==> src/rtl/dot_feeder.sv <==
// dot_feeder: buffers one vector of operand pairs, then streams it to a MAC and pulses flush
module dot_feeder #(
   parameter int width_p = 32,
   parameter int depth_p = 8
) (
   input  logic               clk_i,
   input  logic               reset_i,
   input  logic               load_valid_i,
   output logic               load_ready_o,
   input  logic [width_p-1:0] load_a_i,
   input  logic [width_p-1:0] load_b_i,
   input  logic               load_last_i,
   output logic               a_valid_o,
   output logic               b_valid_o,
   input  logic               a_ready_i,
   input  logic               b_ready_i,
   output logic [width_p-1:0] a_o,
   output logic [width_p-1:0] b_o,
   output logic               flush_o,
   output logic               busy_o
);
   localparam int aw = $clog2(depth_p);
   localparam int pw = aw + 1;

   typedef enum logic [1:0] {IDLE, FILL, STREAM, FLUSH} state_t;

   state_t               state;
   logic [pw-1:0]        wp, rp;
   logic [width_p-1:0]   a_mem [depth_p];
   logic [width_p-1:0]   b_mem [depth_p];
   logic                 load_fire, xfer;

   assign load_ready_o = (state == IDLE) || (state == FILL);
   assign load_fire    = load_valid_i & load_ready_o;
   assign xfer         = (state == STREAM) & a_ready_i & b_ready_i;
   assign a_valid_o    = state == STREAM;
   assign b_valid_o    = state == STREAM;
   assign flush_o      = state == FLUSH;
   assign busy_o       = state != IDLE;
   assign a_o          = a_mem[rp[aw-1:0]];
   assign b_o          = b_mem[rp[aw-1:0]];

   // pair buffer: written on accepted loads, deliberately not reset
   always_ff @(posedge clk_i) begin
      if (load_fire) begin
         a_mem[wp[aw-1:0]] <= load_a_i;
         b_mem[wp[aw-1:0]] <= load_b_i;
      end
   end

   // control FSM: fill until last or full, stream until the last written pair drains, flush once
   always_ff @(posedge clk_i or negedge reset_i) begin
      if (!reset_i) begin
         state <= IDLE;
         wp    <= '0;
         rp    <= '0;
      end else begin
         case (state)
            IDLE: if (load_fire) begin
               wp    <= wp + pw'(1);
               state <= load_last_i ? STREAM : FILL;
            end
            FILL: if (load_fire) begin
               wp <= wp + pw'(1);
               if (load_last_i || wp == pw'(depth_p - 1)) state <= STREAM;
            end
            STREAM: if (xfer) begin
               if (rp == wp - pw'(1)) state <= FLUSH;
               else rp <= rp + pw'(1);
            end
            default: begin
               wp    <= '0;
               rp    <= '0;
               state <= IDLE;
            end
         endcase
      end
   end
endmodule

==> config.mk <==
export PLATFORM = sky130hd
export DESIGN_NAME = dot_feeder
export DESIGN_NICKNAME = d
export VERILOG_FILES = /design/src/rtl/dot_feeder.sv
export SDC_FILE = /design/constraint.sdc
export NUM_CORES = 1
export LEC_CHECK = 0
export CAP_MARGIN = 20
export CORE_MARGIN = 3
export CORE_UTILIZATION = 25
export CTS_BUF_LIST = sky130_fd_sc_hd__clkbuf_16
export CTS_CLUSTER_DIAMETER = 40
export CTS_CLUSTER_SIZE = 24
export DETAILED_ROUTE_END_ITERATION = 16
export SKIP_LAST_GASP = 1
export SYNTH_ARGS = -nofsm -noshare
export SYNTH_HDL_FRONTEND = slang
export SYNTH_SLANG_ARGS = --single-unit
==> constraint.sdc <==
create_clock -name clk_i -period 7.15 [get_ports clk_i]
set_input_delay 0.715 -clock clk_i [delete_from_list [all_inputs] [get_ports clk_i]]
set_output_delay 0.715 -clock clk_i [all_outputs]
set_load 0.01 [all_outputs]
==> flow_metrics.py, run 1 <==
metrics = {
    "outcome": {
        "status": "complete, no violations",
    },
    "layout": {
        "utilization_pct": 32.5,
        "area_growth_pct": 27.5,
        "drive_gt1_share_pct": 33.2,
        "fin_cells": 2141,
        "n_fill_cell": 7342,
        "layout.nets": 1113,
    },
    "power_and_ir_drop": {
        "p_sw_mw": 2.67,
        "peakVddDrop_mv": 0.195,
        "power.density_nw_per_um2": 391,
        "swShare_pct": 26.8,
        "power.leakage_nw": 7.86,
        "seqPwrFrac_pct": 38.8,
        "clkPwrFrac_pct": 39.0,
        "intPower_mw": 7.28,
        "combPwrFrac_pct": 22.2,
        "fin_total_pwr_mw": 9.95,
    },
    "run": {
        "max-cap-violations": 0,
    },
    "drt": {
        "drt_iter0_markers": 582,
        "routed_wl_um": 43600,
        "vias_per_cell": 4.26,
        "first_pass_iters": 4,
        "vias": 9122,
        "routedWlPerCell_um": 20.3,
        "route.detailed.drc": 0,
        "final_antenna_net_count": 0,
    },
    "floorplanning": {
        "rows": 102,
        "io_pins": 139,
        "start_util_pct": 25.5,
        "die_w_um": 289,
        "die-area_um2": 83200,
        "die_h_um": 289,
        "core_area_um2": 78200,
    },
    "logic_synthesis": {
        "synth.ff_latch_count": 522,
        "yosys_warnings": 0,
        "synth_top_area_cell": "edfxtp_1",
        "syn_nets": 916,
        "ys_top_cells_by_area": "edfxtp_1 77%, mux4_2 14%, mux2_2 3.7%",
        "syn_area_per_cell_um2": 23.8,
        "yosysMostFrequentCell": "edfxtp_1",
        "synth_seq_area_share_pct": 78.3,
        "synth_edf_count": 512,
        "synth_area_um2": 20000,
        "synth_top_area_share_pct": 77.1,
        "synth_ff_type": "edfxtp_1",
        "async_reset_ff_share_pct": 1.92,
        "yosysUniqueCellTypes": 33,
        "synth_common_cells": "512 x edfxtp_1, 128 x mux4_2, 65 x mux2_2, 24 x clkbuf_1, 14 x buf_2",
        "synthCells": 839,
    },
    "worst_setup_path": {
        "arrival_ps": 3600,
        "r2r_start": "state[1]",
        "crit_type": "reg -> out",
        "ff2ff_setup_slack_ps": 3970,
        "endpoint_kind": "output port",
        "setup.worst_path.start": "rp[0]",
        "path_max_fanout": 38,
        "startpoint_type": "flop",
        "rr_worst_depth": 8,
        "r2r-end": "b_mem[0][8]",
        "cp.required_ps": 6430,
        "crit_end": "b_o[21]",
    },
    "sta": {
        "period_needed_ps": 4320,
        "slew_violations": 0,
        "rsz0062_at_grt": "false",
        "max_freq_mhz": 232,
        "hold_viol_final": 0,
        "period_share_pct": 60.4,
        "postLayoutSetupSlackWorst_ps": 2830,
        "maxSlewHeadroom_pct": 26.5,
        "setup_viol": 0,
        "tightest_slew_ps": 1100,
        "finalSetupTns_ps": 0,
        "fin_skew_ps": 19.9,
    },
    "cts": {
        "cts.repair.resized": 0,
        "clock_latency_ps": 610,
        "postCtsSetupBuffers": 0,
        "htree_levels": 3,
        "clock_sinks": 522,
        "cts_max_path_buffers": 3,
        "cts_hold_buf": 0,
        "clk_pin_slew_ps": 50,
        "numCtsBuffers": 79,
        "cts_tree": "done",
        "cts-root-buf": "clkbuf_16",
    },
    "global_route": {
        "gr-usage-met1_pct": 12.1,
        "gr-max-usage-layer": "met2",
        "grt_use_met3_pct": 3.16,
        "grt_pass1_vias": 10200,
        "grt_pass1_wl_um": 65000,
        "gr-usage-met2_pct": 19.0,
        "grt_max_degree": 70,
        "antenna_found_initial": 3,
        "grt-ovfl-total": 0,
        "track_usage_pct": 10.6,
    },
    "place": {
        "port_buffers": 138,
        "placed_cells": 1995,
        "gp_congestion": 0.658,
        "hpwl_um": 22800,
        "dp_slack_ps": 3340,
    },
    "worst_hold_path": {
        "hp-class": "in -> async",
    },
}
==> power groups by stage <==
stage                     Sequential (mW)  Combinational, mW  Clock [mW]
after CTS                            3.87               2.29        4.00
after global placement               3.91               2.26           0
after detailed placement             3.93               2.28           0
after global routing                 3.89               2.41        4.13
final                                3.86               2.21        3.88
after floorplan                      3.79               1.43           0
==> per-layer routing <==
layer,vias up,part of all wire [%]
li1,3977,-
met1,4866,40
met2,201,53
met3,76,4.9
met4,2,2.3
met5,-,0.030
==> worst max-delay path: stages (launching register included) <==
cell and delay, ps:
dfrtp_4 920, buf_4 620, mux4_2 590, mux2_2 320
clkdlybuf4s50_1 490
==> area by class of cell <==
type | instances | area (um2) | share of cell area [%]
clock buffer | 81 | 2030 | 7.97
timing repair buffer | 158 | 1560 | 6.12
tap | 1040 | 1300 | 5.12
antenna | 1 | 2.50 | 0.00984
inverter | 10 | 37.5 | 0.148
clock inverter | 64 | 722 | 2.84
sequential | 522 | 15600 | 61.5
multi-input combinational | 265 | 4160 | 16.3
==> sequential cells by signal (all words and copies together), names as in the netlist <==
| register | count |
|---|---|
| state | 2 |
| a_mem | 256 |
| wp | 4 |
| b_mem | 256 |
| rp | 4 |
==> placed cells by master, fill, tap and decap left out, types with 3 or more instances in the layout <==
cell             netlist  routed
clkdlybuf4s50_1        0     138
nand3_1                6       6
clkinvlp_4             0      13
nor2_4                 0       6
clkbuf_16              0      81
clkinv_2               0       6
nor2_1                10       4
ha_1                   7       7
bufinv_16              0       8
o21ai_0                5       5
edfxtp_1             512     512
buf_4                  2      18
dfrtp_1               10       7
clkinv_1               0       3
nand2_1               12      12
clkinv_4               0       9
inv_6                  0      10
dfrtp_4                0       3
mux4_2               128     128
mux2_2                65      65
xnor2_1                6       6
inv_1                 10      14
a21oi_1                5       5
inv_8                  0       7
==> how the worst min path moves through the flow <==
stage | to | slack, ps | depth (start not counted)
6_report | wp[3] | 450 | 1
5_1_grt | rp[0] | 440 | 1
4_1_cts | rp[1] | 410 | 1
3_5_place_dp | wp[3] | 580 | 2
3_3_place_gp | rp[3] | 540 | 2
2_1_floorplan | rp[0] | 420 | 0
==> cell families after synthesis <==
kind of cell	synth area share, %
compound gates	0.621
xor+xnor	0.263
buf+inv	1.14
flops	78.3
simple gates	0.953
fa+ha+maj	0.439
mux	18.3
==> metrics by stage <==
stage	area, um2	hold WS, ps
2_1_floorplan	20000	419
3_3_place_gp	22700	545
3_5_place_dp	22700	584
4_1_cts	25400	411
5_1_grt	25400	438
6_report	25400	449
Power figures use the tool's default switching activity.
==> inputs of run 2 (changes only) <==
==> constraint.sdc (replaced) <==
create_clock -name clk_i -period 4.43 [get_ports clk_i]
set_input_delay 0.443 -clock clk_i [delete_from_list [all_inputs] [get_ports clk_i]]
set_output_delay 0.443 -clock clk_i [all_outputs]
set_load 0.01 [all_outputs]
==> flow_metrics.py, run 2 (synthesis gave the netlist of run 1 again) <==
metrics = {
    "layout": {
        "drive_gt1_share_pct": 32.4,
        "multi_input_area_um2": 4170,
        "layout.nets": 1114,
        "final_common_cell": "edfxtp_1",
        "regArea_um2": 15600,
        "mostFrequentLayoutCells": "512 x edfxtp_1, 138 x clkdlybuf4s50_1, 128 x mux4_2, 79 x clkbuf_16, 65 x mux2_2",
        "final_area_um2": 25600,
        "n_fill_cell": 7325,
        "fin_cells": 2144,
        "area_growth_pct": 28.5,
        "utilization_pct": 32.8,
    },
    "sta": {
        "setup_viol": 0,
        "rsz0062_at_grt": "false",
        "fin_skew_ps": 15.7,
        "hold_viol_final": 0,
        "slew_violations": 0,
        "finalSetupTns_ps": 0,
        "period_needed_ps": 3640,
        "period_share_pct": 82.1,
        "maxSlewHeadroom_pct": 39.3,
        "max_freq_mhz": 275,
        "tightest_slew_ps": 910,
    },
    "power_and_ir_drop": {
        "peakVddDrop_mv": 0.490,
        "fin_total_pwr_mw": 16.3,
        "power.leakage_nw": 7.93,
        "power.density_nw_per_um2": 635,
    },
    "place": {
        "port_buffers": 138,
        "placed_cells": 1996,
        "placed_area_um2": 22800,
        "gp_congestion": 0.663,
        "hpwl_um": 24000,
    },
    "cts": {
        "postCtsSetupBuffers": 0,
        "clock_sinks": 522,
        "cts-root-buf": "clkbuf_16",
        "clock_latency_ps": 600,
        "cts_tree": "done",
        "clk_pin_slew_ps": 50,
        "htree_levels": 3,
        "numCtsBuffers": 79,
        "cts_max_path_buffers": 3,
        "cts.repair.resized": 0,
        "cts_hold_buf": 0,
    },
    "floorplanning": {
        "rows": 102,
        "io_pins": 139,
        "start_util_pct": 25.5,
        "die_w_um": 289,
        "die_h_um": 289,
        "die-area_um2": 83200,
        "core_area_um2": 78200,
    },
    "global_route": {
        "antenna_found_initial": 5,
        "track_usage_pct": 10.6,
        "grt_max_degree": 55,
        "grt_pass1_vias": 10200,
        "grt-ovfl-total": 0,
        "grt_pass1_wl_um": 65200,
    },
    "worst_setup_path": {
        "arrival_ps": 3200,
        "path_max_fanout": 52,
        "cp.required_ps": 3990,
        "cp_slowest_stage_delay_ps": 970,
        "cp_top_family": "flip-flops",
        "endpoint_kind": "output port",
        "startpoint_type": "flop",
        "cp_slowest_cell": "dfrtp_4",
        "crit_buf_inv": 2,
        "crit_type": "reg -> out",
        "path_cells": "buf_12, mux4_2, mux2_2, clkdlybuf4s50_1",
    },
    "drt": {
        "first_pass_iters": 4,
        "routed_wl_um": 43600,
        "vias_per_cell": 4.28,
        "vias": 9167,
        "drt_iter0_markers": 513,
        "final_antenna_net_count": 0,
        "routedWlPerCell_um": 20.3,
        "route.detailed.drc": 0,
    },
    "worst_hold_path": {
        "hp-class": "in -> async",
    },
    "outcome": {
        "status": "complete, no violations",
    },
    "run": {
        "max-cap-violations": 0,
    },
}
run 2: cell types whose count changed in the layout (fill, tap and decap cells not counted), moves of 3 or more:
cell | previous run | this run
diode_2 | 1 | 4
clkinv_1 | 3 | 10
buf_4 | 18 | 10
clkinv_8 | 2 | 7
clkinv_4 | 9 | 3
buf_12 | 2 | 11
inv_8 | 7 | 1
bufinv_16 | 8 | 13
clkinvlp_4 | 13 | 7
run 2: worst paths after layout:
path	start	cells past startpoint	slack (ps)	to
worst max-delay path	rp[1]	4	790	b_o[31]
worst min-delay path	reset_i	1	180	wp[1]
worst max register to register	state[1]	7	1590	b_mem[2][5]
worst min register to register	rp[3]	2	560	rp[3]
max in group asynchronous	reset_i	1	3890	rp[0]
min in group clk_i	rp[3]	2	560	rp[3]
run 2: through the flow:
stage	setup slack, ps	hold slack (ps)
final	792	179
after global routing	626	191
after CTS	712	149
after detailed placement	1390	558
after global placement	1390	544
after floorplan	120	147
run 2: final cells by class:
cell class,count,share of cell area (%)
Clock buffer,79,7.71
Antenna cell,4,0.0390
Tap cell,1040,5.08
Clock inverter,65,3.24
Timing Repair Buffer,159,6.54
Multi-Input combinational cell,265,16.3
Inverter,10,0.146
Sequential cell,522,61.0
run 2: layer usage:
layer | up-vias | global-route usage (%) | share of wire [%]
li1 | 3983 | - | -
met1 | 4909 | 12.4 | 40
met2 | 185 | 18.8 | 53
met3 | 88 | 2.77 | 5.0
met4 | 2 | 3.57 | 2.3
met5 | - | 0 | 0.030
run 2: report_power, final:
part	leakage, nW	switching (mW)	internal, mW
Clock	1.37	2.32	4.09
Combinational	1.81	1.67	2.01
Sequential	4.75	0.296	5.90
==> inputs of run 3 (changes only) <==
==> constraint.sdc (replaced) <==
create_clock -name clk_i -period 3.45 [get_ports clk_i]
set_input_delay 0.345 -clock clk_i [delete_from_list [all_inputs] [get_ports clk_i]]
set_output_delay 0.345 -clock clk_i [all_outputs]
set_load 0.01 [all_outputs]
==> flow_metrics.py, run 3 (synthesis gave the netlist of run 1 again) <==
metrics = {
    "worst_setup_path": {
        "cp.required_ps": 3110,
        "cp_slowest_cell": "mux4_2",
        "crit_type": "reg -> out",
        "path_cells": "buf_12, mux4_2, mux2_2, clkdlybuf4s50_1",
        "rr_worst_depth": 7,
        "ff2ff_setup_slack_ps": 920,
        "crit_end": "b_o[16]",
        "r2r_start": "state[1]",
        "endpoint_kind": "output port",
        "startpoint_type": "flop",
        "cp_slowest_stage_delay_ps": 570,
        "r2r-end": "b_mem[1][5]",
        "setup.worst_path.start": "rp[0]",
        "path_max_fanout": 48,
        "arrival_ps": 2940,
    },
    "global_route": {
        "grt_pass1_vias": 10100,
        "track_usage_pct": 10.4,
        "grt_pass1_wl_um": 64300,
        "grt-ovfl-total": 0,
        "antenna_found_initial": 3,
        "grt_max_degree": 93,
    },
    "place": {
        "placed_area_um2": 22800,
        "hpwl_um": 22000,
        "gp_congestion": 0.660,
        "port_buffers": 138,
        "dp_slack_ps": 759,
        "placed_cells": 1992,
    },
    "cts": {
        "postCtsSetupBuffers": 0,
        "cts_tree": "done",
        "cts_max_path_buffers": 3,
        "clk_pin_slew_ps": 50,
        "htree_levels": 3,
        "cts-root-buf": "clkbuf_16",
        "clock_sinks": 522,
        "clock_latency_ps": 600,
        "numCtsBuffers": 79,
        "cts_hold_buf": 0,
        "cts.repair.resized": 0,
    },
    "outcome": {
        "status": "complete, no violations",
    },
    "layout": {
        "n_fill_cell": 7356,
        "utilization_pct": 32.7,
        "area_growth_pct": 28.4,
        "layout.nets": 1110,
        "fin_cells": 2141,
        "drive_gt1_share_pct": 32.8,
        "mostFrequentLayoutCells": "512 x edfxtp_1, 138 x clkdlybuf4s50_1, 128 x mux4_2, 81 x clkbuf_16, 65 x mux2_2",
        "final_area_um2": 25600,
        "final_common_cell": "edfxtp_1",
    },
    "run": {
        "max-cap-violations": 0,
    },
    "drt": {
        "vias": 9074,
        "final_antenna_net_count": 0,
        "drt_iter0_markers": 348,
        "vias_per_cell": 4.24,
        "route.detailed.drc": 0,
        "first_pass_iters": 4,
        "routed_wl_um": 42700,
        "routedWlPerCell_um": 19.9,
    },
    "sta": {
        "period_needed_ps": 3280,
        "hold_viol_final": 0,
        "tightest_slew_ps": 784,
        "setup_viol": 0,
        "whs_ps": 115,
        "rsz0062_at_grt": "false",
        "max_freq_mhz": 305,
        "slew_violations": 0,
        "maxSlewHeadroom_pct": 47.7,
        "period_share_pct": 95.1,
        "fin_skew_ps": 19.5,
        "postLayoutSetupSlackWorst_ps": 169,
    },
    "floorplanning": {
        "die_h_um": 289,
        "io_pins": 139,
        "start_util_pct": 25.5,
        "die_w_um": 289,
        "die-area_um2": 83200,
        "rows": 102,
        "core_area_um2": 78200,
    },
    "power_and_ir_drop": {
        "peakVddDrop_mv": 0.717,
        "power.density_nw_per_um2": 815,
        "power.leakage_nw": 7.92,
    },
    "worst_hold_path": {
        "hp-class": "in -> async",
    },
}
run 3: how the worst min path moves through the flow:
stage | from | to | slack [ps] | cells after the start
global route | reset_i | rp[0] | 80 | 1
floorplan | reset_i | rp[0] | 50 | 0
global placement | rp[3] | rp[3] | 540 | 2
detailed placement | rp[3] | rp[3] | 580 | 2
finish | reset_i | rp[0] | 110 | 1
CTS | reset_i | wp[1] | 60 | 1
run 3: routing by layer:
metal	global-route usage (%)	vias to the layer above	routed length [um]
li1	-	3984	-
met1	12.4	4817	17400
met2	18.3	202	22000
met3	2.90	71	2380
met4	3.27	0	867
met5	0	-	0
run 3: report_power, final:
part           total [mW]  switching [mW]  internal (mW)
registers            7.80           0.225           7.58
logic                4.81            2.25           2.56
clock network        8.27            2.99           5.28
total                20.9            5.46           15.4
run 3: cell type report:
class | instances | area, um2 | share of cell area (%)
inverters | 10 | 37.5 | 0.147
diodes | 4 | 10.0 | 0.0391
clock buffers | 81 | 2030 | 7.91
flip-flops and latches | 522 | 15600 | 61.0
multi-input cells | 265 | 4170 | 16.3
repair buffers | 155 | 1660 | 6.48
clock inverters | 64 | 778 | 3.04
well taps | 1040 | 1300 | 5.08
run 3: stage by stage:
| stage | setup TNS, ps | power, mW |
|---|---|---|
| after CTS | 0 | 21.3 |
| after global placement | 0 | 12.8 |
| after floorplan | -407030 | 10.8 |
| after detailed placement | 0 | 12.9 |
| final | 0 | 20.9 |
| after global routing | 0 | 21.9 |
run 3: critical path, delay by kind of cell (launching register included):
family | cells | cell delay (ps)
DFF | 1 | 530
buffers and inverters | 2 | 850
muxes | 2 | 880
==> variant, RTL diff (config.mk and constraints of run 1) <==
Change the parameter `width_p` from 32 to 64.
--- a/src/rtl/dot_feeder.sv
+++ b/src/rtl/dot_feeder.sv
@@ -1,6 +1,6 @@
 // dot_feeder: buffers one vector of operand pairs, then streams it to a MAC and pulses flush
 module dot_feeder #(
-   parameter int width_p = 32,
+   parameter int width_p = 64,
    parameter int depth_p = 8
 ) (
    input  logic               clk_i,
Interface: changed (resized a_o, b_o, load_a_i and load_b_i); port bits go from 139 to 267. No check against the original RTL was run, so the function may have changed too.
==> variant against run 1 <==
Sequential cell count rose by 512; via count rose by 94%; final cell count rose by 93%; setup slack got worse by 0.0045 ns; design area rose by 95%; power rose by 100%; synthesized area rose by 97%; routed wire length rose by 110%; critical endpoint is now b_o[11]; worst hold slack got worse by 0.14 ns; highest routed layer unchanged; largest cell class unchanged.
==> variant: results (changes against run 1) <==
| Metric | Value |
|---|---|
| # diodes | 4 (was 1) |
| CP arrival | 3.61 ns (was 3.60 ns) |
| Sequential cells | 1,034 (was 522) |
| H-tree Lvls | 4 (was 3) |
| 1st-iter DRT viols | 1,206 (was 582) |
| R2R setup slack | 3.64 ns (was 3.97 ns) |
| Non-CTS buffers | 297 (was 158) |
| R2R Path End | a_mem[2][19] (was b_mem[0][8]) |
| Max stage delay on crit path | 0.79 ns (was 0.92 ns) |
| Post-synthesis cell type count | 41 (was 33) |
| Register area share after synthesis | 0.788 (was 0.783) |
| Post-synth top cells | edfxtp_1 (1,024), mux4_2 (256), mux2_2 (129) (was edfxtp_1 (512), mux4_2 (128), mux2_2 (65)) |
| Drt pass-1 iters | 5 (was 4) |
| Ratio of cells with drive above 1 in the final layout | 0.326 (was 0.332) |
| Clock-cell share of area | 0.101 (was 0.108) |
| Net count, final | 2,097 (was 1,113) |
| P_leak | 15.1 nW (was 7.86 nW) |
| Multi-In Gates | 469 (was 265) |
| Vias in the first global route | 19,900 (was 10,196) |
| Largest net degree at the start of global routing | 95 (was 70) |
| Total track usage | 0.110 (was 0.106) |
| DP Worst Slack | 3.41 ns (was 3.34 ns) |
| Signal buffers share of area | 0.0610 (was 0.0612) |
| Syn nets | 1,730 (was 916) |
| Clk Latency, worst-skew pair | 0.75 ns (was 0.61 ns) |
| Post-synth EDFFs | 1,024 (was 512) |
| Port bufs | 266 (was 138) |
| First-pass GRT wire length | 132,000 µm (was 65,000 µm) |
| Routed len/inst | 21.7 µm (was 20.3 µm) |
| Initial antenna violation count | 12 (was 3) |
| Worst setup path start | rp[1] (was rp[0]) |
| Final setup skew | 0.0373 ns (was 0.0199 ns) |
| Status | completed (unchanged) |
| Placed Cells incl. Taps | 3,853 (was 1,995) |
| Cts bufs inserted | 145 (was 79) |
| Area contributors post-synth | edfxtp_1 (78%), mux4_2 (15%), mux2_2 (3.7%) (was edfxtp_1 (77%), mux4_2 (14%), mux2_2 (3.7%)) |
| Detailed Route WL | 89,300 µm (was 43,600 µm) |
| Final non-filler cell area | 49,500 µm² (was 25,400 µm²) |
| Fill cell count | 14,504 (was 7,342) |
| Post-synth ARST share | 0.00967 (was 0.0192) |
| Hold Slack | 0.313 ns (was 0.449 ns) |
| Post-synthesis average cell area | 24.8 µm² (was 23.8 µm²) |
| Placed cell areas | 44,500 µm² (was 22,700 µm²) |
| Hpwl dp | 49,000 µm (was 22,800 µm) |
| Rel. slew slack | 0.386 (was 0.265) |
variant: per-layer routing:
metal | global-route usage | share of wire | vias to the layer above
li1 | - | - | 7609
met2 | 0.194 | 0.53 | 483
met5 | 0 | 0.00073 | -
met1 | 0.127 | 0.39 | 9450
met3 | 0.0352 | 0.063 | 149
met4 | 0.0376 | 0.023 | 10
variant: kinds of logic after synthesis:
logic type | Yosys count | share of synthesized area
XOR/XNOR | 7 | 0.00232
flip-flops | 1034 | 0.788
adder cells (fa/ha/maj) | 7 | 0.00223
buffers and inverters | 86 | 0.0136
AO/OA/AOI/OAI | 26 | 0.00483
AND/OR/NAND/NOR | 43 | 0.00550
multiplexers | 386 | 0.184
variant: report_power, final:
group | leakage, nW | internal [mW] | total [mW] | switching, mW
Combinational | 3.31 | 2.75 | 5.29 | 2.54
Sequential | 9.38 | 7.32 | 7.58 | 0.261
Clock | 2.45 | 4.36 | 7.20 | 2.84
Total | 15.1 | 14.4 | 20.1 | 5.64
